## src/rtl/cpu_pkg.sv

```systemverilog
// rtl/cpu_pkg.sv - shared CPU constants and fetch state encoding
package cpu_pkg;

  localparam int          DEF_ADDR_WIDTH  = 32;
  localparam int          DEF_INSTR_WIDTH = 32;
  localparam logic [31:0] DEF_NOP_INSTR   = 32'h0000_0013;

  typedef enum logic [1:0] {
    IDLE = 2'd0,
    REQ  = 2'd1,
    HOLD = 2'd2,
    DROP = 2'd3
  } fetch_state_e;

endpackage

```

## src/rtl/fetch_unit_if.sv

```systemverilog
// rtl/fetch_unit_if.sv - instruction memory read port between fetch unit and imem
interface fetch_unit_if
  import cpu_pkg::*;
#(
  parameter int ADDR_WIDTH  = DEF_ADDR_WIDTH,
  parameter int INSTR_WIDTH = DEF_INSTR_WIDTH
);

  logic                   imem_read;
  logic [ADDR_WIDTH-1:0]  imem_address;
  logic [INSTR_WIDTH-1:0] imem_readdata;
  logic                   imem_busywait;

  modport master (
    output imem_read,
    output imem_address,
    input  imem_readdata,
    input  imem_busywait
  );

  modport slave (
    input  imem_read,
    input  imem_address,
    output imem_readdata,
    output imem_busywait
  );

endinterface

```

## src/rtl/fetch_hold_buffer.sv

```systemverilog
// rtl/fetch_hold_buffer.sv - one-entry {pc, instr} parking slot for fetches completed under stall
module fetch_hold_buffer
  import cpu_pkg::*;
#(
  parameter int ADDR_WIDTH  = DEF_ADDR_WIDTH,
  parameter int INSTR_WIDTH = DEF_INSTR_WIDTH
) (
  input  logic                   CLK,
  input  logic                   RESET,
  input  logic                   i_load,
  input  logic                   i_clear,
  input  logic [ADDR_WIDTH-1:0]  i_pc,
  input  logic [INSTR_WIDTH-1:0] i_instr,
  output logic                   o_valid,
  output logic [ADDR_WIDTH-1:0]  o_pc,
  output logic [INSTR_WIDTH-1:0] o_instr
);

  logic                   r_valid;
  logic [ADDR_WIDTH-1:0]  r_pc;
  logic [INSTR_WIDTH-1:0] r_instr;

  // clear wins over load so a flush on the parking edge leaves nothing behind
  always_ff @(posedge CLK) begin
    if (RESET || i_clear) begin
      r_valid <= 1'b0;
      r_pc    <= '0;
      r_instr <= '0;
    end else if (i_load) begin
      r_valid <= 1'b1;
      r_pc    <= i_pc;
      r_instr <= i_instr;
    end
  end

  assign o_valid = r_valid;
  assign o_pc    = r_pc;
  assign o_instr = r_instr;

endmodule

```

## src/rtl/fetch_unit.sv

```systemverilog
// rtl/fetch_unit.sv - fetch controller: PC -> imem read -> IF/ID register, with stall/flush handling
module fetch_unit
  import cpu_pkg::*;
#(
  parameter int                     ADDR_WIDTH  = DEF_ADDR_WIDTH,
  parameter int                     INSTR_WIDTH = DEF_INSTR_WIDTH,
  parameter logic [INSTR_WIDTH-1:0] NOP_INSTR   = DEF_NOP_INSTR
) (
  input  logic                   CLK,
  input  logic                   RESET,
  input  logic [ADDR_WIDTH-1:0]  PC,
  input  logic                   STALL,
  input  logic                   BRANCH_FLUSH,
  output logic                   busyWait,
  fetch_unit_if.master           imem,
  output logic [ADDR_WIDTH-1:0]  IF_ID_PC,
  output logic [INSTR_WIDTH-1:0] IF_ID_INSTR,
  output logic                   IF_ID_VALID
);

  fetch_state_e           r_state, w_state_nxt;
  logic                   r_imem_read, w_imem_read_nxt;
  logic [ADDR_WIDTH-1:0]  r_imem_address, w_imem_address_nxt;
  logic [ADDR_WIDTH-1:0]  r_if_pc, w_if_pc_nxt;
  logic [INSTR_WIDTH-1:0] r_if_instr, w_if_instr_nxt;
  logic                   r_if_valid, w_if_valid_nxt;
  logic                   w_busy_wait;
  logic                   w_buf_load, w_buf_clear, w_buf_valid;
  logic [ADDR_WIDTH-1:0]  w_buf_pc;
  logic [INSTR_WIDTH-1:0] w_buf_instr;
  logic                   w_done;

  assign w_done = (r_state == REQ) && !imem.imem_busywait;

  fetch_hold_buffer #(
    .ADDR_WIDTH (ADDR_WIDTH),
    .INSTR_WIDTH(INSTR_WIDTH)
  ) u_hold (
    .CLK    (CLK),
    .RESET  (RESET),
    .i_load (w_buf_load),
    .i_clear(w_buf_clear),
    .i_pc   (r_imem_address),
    .i_instr(imem.imem_readdata),
    .o_valid(w_buf_valid),
    .o_pc   (w_buf_pc),
    .o_instr(w_buf_instr)
  );

  always_comb begin
    w_state_nxt        = r_state;
    w_imem_read_nxt    = r_imem_read;
    w_imem_address_nxt = r_imem_address;
    w_if_pc_nxt        = r_if_pc;
    w_if_instr_nxt     = r_if_instr;
    w_if_valid_nxt     = r_if_valid;
    w_busy_wait        = 1'b1;
    w_buf_load         = 1'b0;
    w_buf_clear        = 1'b0;
    if (BRANCH_FLUSH) begin
      // the PC takes the branch target now; an unfinished read is drained in DROP
      w_busy_wait    = 1'b0;
      w_if_valid_nxt = 1'b0;
      w_if_instr_nxt = NOP_INSTR;
      w_buf_clear    = 1'b1;
      if ((r_state == REQ || r_state == DROP) && imem.imem_busywait) begin
        w_state_nxt = DROP;
      end else begin
        w_state_nxt     = IDLE;
        w_imem_read_nxt = 1'b0;
      end
    end else begin
      case (r_state)
        IDLE: if (!STALL) begin
          w_imem_address_nxt = PC;
          w_imem_read_nxt    = 1'b1;
          w_state_nxt        = REQ;
        end
        REQ: if (w_done) begin
          w_imem_read_nxt = 1'b0;
          if (!STALL) begin
            w_if_pc_nxt    = r_imem_address;
            w_if_instr_nxt = imem.imem_readdata;
            w_if_valid_nxt = 1'b1;
            w_busy_wait    = 1'b0;
            w_state_nxt    = IDLE;
          end else begin
            w_buf_load  = 1'b1;
            w_state_nxt = HOLD;
          end
        end
        HOLD: if (!STALL) begin
          w_if_pc_nxt    = w_buf_pc;
          w_if_instr_nxt = w_buf_instr;
          w_if_valid_nxt = w_buf_valid;
          w_buf_clear    = 1'b1;
          w_busy_wait    = 1'b0;
          w_state_nxt    = IDLE;
        end
        DROP: if (!imem.imem_busywait) begin
          w_imem_read_nxt = 1'b0;
          w_state_nxt     = IDLE;
        end
        default: w_state_nxt = IDLE;
      endcase
    end
  end

  always_ff @(posedge CLK) begin
    if (RESET) begin
      r_state        <= IDLE;
      r_imem_read    <= 1'b0;
      r_imem_address <= '0;
      r_if_pc        <= '0;
      r_if_instr     <= NOP_INSTR;
      r_if_valid     <= 1'b0;
    end else begin
      r_state        <= w_state_nxt;
      r_imem_read    <= w_imem_read_nxt;
      r_imem_address <= w_imem_address_nxt;
      r_if_pc        <= w_if_pc_nxt;
      r_if_instr     <= w_if_instr_nxt;
      r_if_valid     <= w_if_valid_nxt;
    end
  end

  assign busyWait          = RESET | w_busy_wait;
  assign imem.imem_read    = r_imem_read;
  assign imem.imem_address = r_imem_address;
  assign IF_ID_PC          = r_if_pc;
  assign IF_ID_INSTR       = r_if_instr;
  assign IF_ID_VALID       = r_if_valid;

endmodule

```

## src/flat_wrapper.sv

```systemverilog
// flat-port wrapper written by rule: the top's interface ports become plain ports
module fetch_unit_flat import cpu_pkg::*;
#(
  parameter int                     ADDR_WIDTH  = DEF_ADDR_WIDTH,
  parameter int                     INSTR_WIDTH = DEF_INSTR_WIDTH,
  parameter logic [INSTR_WIDTH-1:0] NOP_INSTR   = DEF_NOP_INSTR
)
  (CLK, RESET, PC, STALL, BRANCH_FLUSH, busyWait, IF_ID_PC, IF_ID_INSTR, IF_ID_VALID, imem_imem_read, imem_imem_address, imem_imem_readdata, imem_imem_busywait);
  fetch_unit_if #(.ADDR_WIDTH(ADDR_WIDTH), .INSTR_WIDTH(INSTR_WIDTH)) imem_i ();
  input  logic CLK;
  input  logic RESET;
  input  logic [ADDR_WIDTH-1:0] PC;
  input  logic STALL;
  input  logic BRANCH_FLUSH;
  output logic busyWait;
  output logic [ADDR_WIDTH-1:0] IF_ID_PC;
  output logic [INSTR_WIDTH-1:0] IF_ID_INSTR;
  output logic IF_ID_VALID;
  output wire logic [$bits(imem_i.imem_read)-1:0] imem_imem_read;
  output wire logic [$bits(imem_i.imem_address)-1:0] imem_imem_address;
  input wire logic [$bits(imem_i.imem_readdata)-1:0] imem_imem_readdata;
  input wire logic [$bits(imem_i.imem_busywait)-1:0] imem_imem_busywait;
  assign imem_imem_read = imem_i.imem_read;
  assign imem_imem_address = imem_i.imem_address;
  assign imem_i.imem_readdata = imem_imem_readdata;
  assign imem_i.imem_busywait = imem_imem_busywait;
  fetch_unit #(.ADDR_WIDTH(ADDR_WIDTH), .INSTR_WIDTH(INSTR_WIDTH), .NOP_INSTR(NOP_INSTR)) u_core (.CLK(CLK), .RESET(RESET), .PC(PC), .STALL(STALL), .BRANCH_FLUSH(BRANCH_FLUSH), .busyWait(busyWait), .imem(imem_i), .IF_ID_PC(IF_ID_PC), .IF_ID_INSTR(IF_ID_INSTR), .IF_ID_VALID(IF_ID_VALID));
endmodule
```

## config.mk

```make
export PLATFORM = sky130hd
export DESIGN_NAME = fetch_unit_flat
export DESIGN_NICKNAME = d
export VERILOG_FILES = /design/src/rtl/cpu_pkg.sv /design/src/rtl/fetch_unit_if.sv /design/src/rtl/fetch_hold_buffer.sv /design/src/rtl/fetch_unit.sv /design/src/flat_wrapper.sv
export SDC_FILE = /design/constraint.sdc
export NUM_CORES = 1
export LEC_CHECK = 0
export CAP_MARGIN = 15
export CORE_MARGIN = 4
export CORE_UTILIZATION = 50
export DETAILED_ROUTE_END_ITERATION = 12
export GPL_TIMING_DRIVEN = 0
export HOLD_SLACK_MARGIN = 0.08
export PLACE_DENSITY = 0.8
export SETUP_SLACK_MARGIN = 0.15
export SYNTH_ARGS = -nofsm -noshare
export SYNTH_HDL_FRONTEND = slang
export SYNTH_SLANG_ARGS = --single-unit
```

## constraint.sdc

```tcl
create_clock -name CLK -period 3.6 [get_ports CLK]
set_input_delay 0.72 -clock CLK [delete_from_list [all_inputs] [get_ports CLK]]
set_output_delay 0.72 -clock CLK [all_outputs]
set_load 0.1 [all_outputs]
```

==> results.yml <==
worst_hold_path:
  min_from: "u_core.u_hold.o_pc[31]"
  hold_depth: 2
  hold_path_end: "u_core.u_hold.o_pc[31]"
  worst_hold_path_type: "register to register"
critical_path:
  critical_path.endpoint_type: "output port"
  critical_path.reg2reg.startpoint: "u_core.r_state[0]"
  rr_worst_depth: 6
  worst_setup_path_start_kind: "primary input"
  critical_path.cell_chain: "clkdlybuf4s50_1 > nor2_1 > o21a_1 > clkbuf_4 > buf_4 > o21bai_2 > buf_2"
  critical-path-top-delay-family: "buffers and inverters"
  worstPathBufferInverterCount: 4
  critPathArrivalTime_ns: 2.66
  timing.critical_path.fanout_max: 10
  critical_path.reg2reg.endpoint: "u_core.IF_ID_INSTR[12]"
  worst_path_largest_cell_delay_ns: 0.59
  critical_path_class: "primary input to output port"
  cpMaxStageDelayCell: "sky130_fd_sc_hd__clkdlybuf4s50_1"
  setup.reg_to_reg.worst_slack_ns: 1.46
  timing.critical_path.required_ns: 2.88
global_routing:
  first_global_vias: 6212
  grt_remaining_overflow: 0
  antenna_found_initial: 0
  grt_start_max_net_pins: 17
  global_route.usage.total: 0.240
  grt_first_pass_wirelength_mm: 31.1
sta:
  setup_viol: 0
  worst_clock_skew_ns: 0.00489
  finalWorstPathRequiredPeriod_ns: 3.38
  holdWs_ns: 0.449
  drv_slew: 0
  grt_setup_unrepaired: "false"
  slew_hr: 0.315
  fin_crit_sh: 0.940
  hold_violations: 0
  timing_limited_maximum_frequency_ghz: 0.295
  worst_pin_slew_ns: 1.02
  setup_total_negative_slack_ns: 0
clock_tree:
  post_cts_setup_driven_buffer_insertion_count: 0
  clock_tree.root_cell: "sky130_fd_sc_hd__clkbuf_16"
  tritoncts: "done"
  htree_num_levels: 4
  cts_sinks: 165
  clkSlewWorstSetupHoldPaths_ns: 0.06
  cts.path.max_buffers: 2
  clock_latency_ns: 0.42
  postCtsHoldBufs: 0
  tritoncts.num_buffers: 17
power_and_ir_drop:
  total_leakage_power_nw: 3.11
  pwr_per_cell_area_nw_per_um2: 547
  peakVddDrop_v: 0.000334
routing:
  vias: 6386
  drt_first_pass_iters: 5
  ant_nets: 0
  routedWlPerCell_um: 16.3
  detail_route.wirelength_mm: 19.1
  drtIter0Drc: 422
  drt_drc_violations_left: 0
  vias_per_std_cell: 5.45
synth:
  ys_ff_latch: 165
  yosysWarnings: 0
  synth.cell_area_um2: 6890
  synthesis.nets: 871
  per_instance_average_area_after_synthesis_um2: 8.63
  ys_seq_area_frac: 0.479
  netlist-cell-type-count: 37
  synth_cells: 798
cells_and_area:
  design.final.nets: 1055
  post_route_cells_drive_above_1_share: 0.0905
  filler_cell_count: 1110
  antennaDiodeCount: 0
  area_growth_syn_to_layout_pct: 35.8
  postLayoutCellArea_um2: 9350
die:
  start_util: 0.516
  pin_count: 168
  die_w_um: 125
  placement_rows: 42
  die-area_um2: 15700
  core_region_area_um2: 13300
  die_y_um: 125
outcome:
  status: "complete, no violations"
placement:
  port_buffers: 165
  dp_hpwl_mm: 13.6
  dpl_cell_area_um2: 8770
  place.gp.congestion: 0.811
job:
  drv_cap: 0
==> synth_stat cells <==
library cell                  n  area share
sky130_fd_sc_hd__nor3b_2      2      0.0036
sky130_fd_sc_hd__dfxtp_1    165        0.48
sky130_fd_sc_hd__nor2b_1     11       0.010
sky130_fd_sc_hd__a21o_1       1      0.0011
sky130_fd_sc_hd__buf_2       30       0.022
sky130_fd_sc_hd__mux2_2       4      0.0065
sky130_fd_sc_hd__a221oi_1    22       0.028
sky130_fd_sc_hd__buf_6        1      0.0016
sky130_fd_sc_hd__a311oi_1     2      0.0025
sky130_fd_sc_hd__a221oi_2    10       0.022
sky130_fd_sc_hd__buf_1        1     0.00054
sky130_fd_sc_hd__a21oi_2      1      0.0013
sky130_fd_sc_hd__nand4bb_1    1      0.0016
sky130_fd_sc_hd__clkbuf_1    38       0.021
sky130_fd_sc_hd__o21ai_0      3      0.0022
sky130_fd_sc_hd__and4bb_2     1      0.0018
sky130_fd_sc_hd__o211ai_1     6      0.0065
sky130_fd_sc_hd__o21bai_1     1      0.0011
sky130_fd_sc_hd__o2111ai_1    1      0.0013
sky130_fd_sc_hd__or2_2        1     0.00091
sky130_fd_sc_hd__a211oi_1    93        0.10
sky130_fd_sc_hd__mux2i_1     29       0.042
sky130_fd_sc_hd__nor2_1       2      0.0011
sky130_fd_sc_hd__o211ai_2     1      0.0018
sky130_fd_sc_hd__clkbuf_2     1     0.00073
sky130_fd_sc_hd__nor3b_1      1      0.0011
sky130_fd_sc_hd__ha_1         4      0.0073
sky130_fd_sc_hd__or3b_1       1      0.0013
sky130_fd_sc_hd__nand2_1    194        0.11
sky130_fd_sc_hd__inv_1       40       0.022
sky130_fd_sc_hd__buf_4        4      0.0044
sky130_fd_sc_hd__and2_1      23       0.021
sky130_fd_sc_hd__a21oi_1     97       0.070
sky130_fd_sc_hd__nor4_1       1     0.00091
sky130_fd_sc_hd__nor3_1       2      0.0015
sky130_fd_sc_hd__a2111oi_0    1      0.0013
sky130_fd_sc_hd__o21a_1       2      0.0022
==> final cells by class <==
| class | instances | area (µm²) | share of cell area |
|---|---|---|---|
| tap | 176 | 220 | 0.0235 |
| multi-input combinational | 518 | 3110 | 0.332 |
| sequential | 165 | 3300 | 0.353 |
| inverter | 40 | 150 | 0.0161 |
| buffer | 75 | 348 | 0.0372 |
| clock buffer | 21 | 480 | 0.0514 |
| clock inverter | 11 | 100 | 0.0107 |
| timing repair buffer | 165 | 1650 | 0.176 |
==> through the flow <==
step           total power, mW  worst slack, ns  std cells   util
2_1_floorplan             3.01            0.736        798      -
3_3_place_gp              3.38           -0.526       1139  0.657
3_5_place_dp              3.39           -0.518       1139  0.657
4_1_cts                   5.13            0.179       1171  0.700
5_1_grt                   5.29            0.163       1171  0.701
6_report                  5.12            0.215       1171  0.701
==> per-layer routing <==
metal	share of wire	track usage	vias up
met2	0.47	0.388	226
met5	0	0	-
met4	0.011	0.0625	0
li1	-	-	3151
met1	0.45	0.318	2991
met3	0.071	0.0674	18
==> worst max-delay path by stage <==
stage / endpoint / slack (ns) / start / cells past startpoint
floorplan: busyWait / 0.74 / STALL / 5
global placement: busyWait / -0.53 / imem_imem_busywait / 7
detailed placement: busyWait / -0.52 / imem_imem_busywait / 7
CTS: busyWait / 0.18 / u_core.r_state[0] / 9
global route: busyWait / 0.16 / STALL / 7
finish: busyWait / 0.22 / imem_imem_busywait / 7
==> tightest hold or removal path, stage by stage (launching register included) <==
cell and delay [ns]:
sky130_fd_sc_hd__dfxtp_1 0.30, sky130_fd_sc_hd__nand2_1 0.05, sky130_fd_sc_hd__a21oi_1 0.05
==> where the power goes <==
part	internal [mW]	total, mW	switching [mW]
Clock	1.02	1.76	0.734
Combinational	0.383	1.38	0.997
Sequential	1.92	1.98	0.0622
==> registers in the layout, summed over array words and instances, names as in the netlist <==
name,cells
u_core.u_hold.o_pc,32
u_core.IF_ID_INSTR,32
u_core.IF_ID_VALID,1
u_core.imem.imem_address,32
u_core.u_hold.o_valid,1
u_core.IF_ID_PC,32
u_core.r_state,2
u_core.u_hold.o_instr,32
u_core.imem.imem_read,1
==> cell usage in the layout (no fill, tap or decap), types with 6 or more instances in the layout <==
| cell type | netlist | layout |
|---|---|---|
| sky130_fd_sc_hd__a21oi_1 | 97 | 97 |
| sky130_fd_sc_hd__a211oi_1 | 93 | 93 |
| sky130_fd_sc_hd__inv_1 | 40 | 40 |
| sky130_fd_sc_hd__o211ai_1 | 6 | 6 |
| sky130_fd_sc_hd__and2_1 | 23 | 23 |
| sky130_fd_sc_hd__clkbuf_16 | 0 | 17 |
| sky130_fd_sc_hd__a221oi_1 | 22 | 22 |
| sky130_fd_sc_hd__buf_2 | 30 | 29 |
| sky130_fd_sc_hd__clkbuf_1 | 38 | 38 |
| sky130_fd_sc_hd__clkdlybuf4s50_1 | 0 | 164 |
| sky130_fd_sc_hd__mux2i_1 | 29 | 29 |
| sky130_fd_sc_hd__nand2_1 | 194 | 194 |
| sky130_fd_sc_hd__a221oi_2 | 10 | 10 |
| sky130_fd_sc_hd__nor2b_1 | 11 | 11 |
| sky130_fd_sc_hd__dfxtp_1 | 165 | 165 |
==> logic make-up (layout without fill, tap and decap cells) <==
family / Yosys count / after routing / share of synthesized area
buffers and inverters: 115 / 312 / 0.0715
DFF: 165 / 165 / 0.479
adders and majority gates: 4 / 4 / 0.00726
AOI/OAI and AO/OA: 241 / 241 / 0.243
muxes: 33 / 33 / 0.0487
and+or+nand+nor: 240 / 240 / 0.150
==> repair_timing <==
action	in CTS	in global routing
endpoints found under the setup margin	1	1
pin swaps	0	0
resized for setup	6	2
cloned	0	0
No activity file was read; power rests on OpenSTA's default activity.
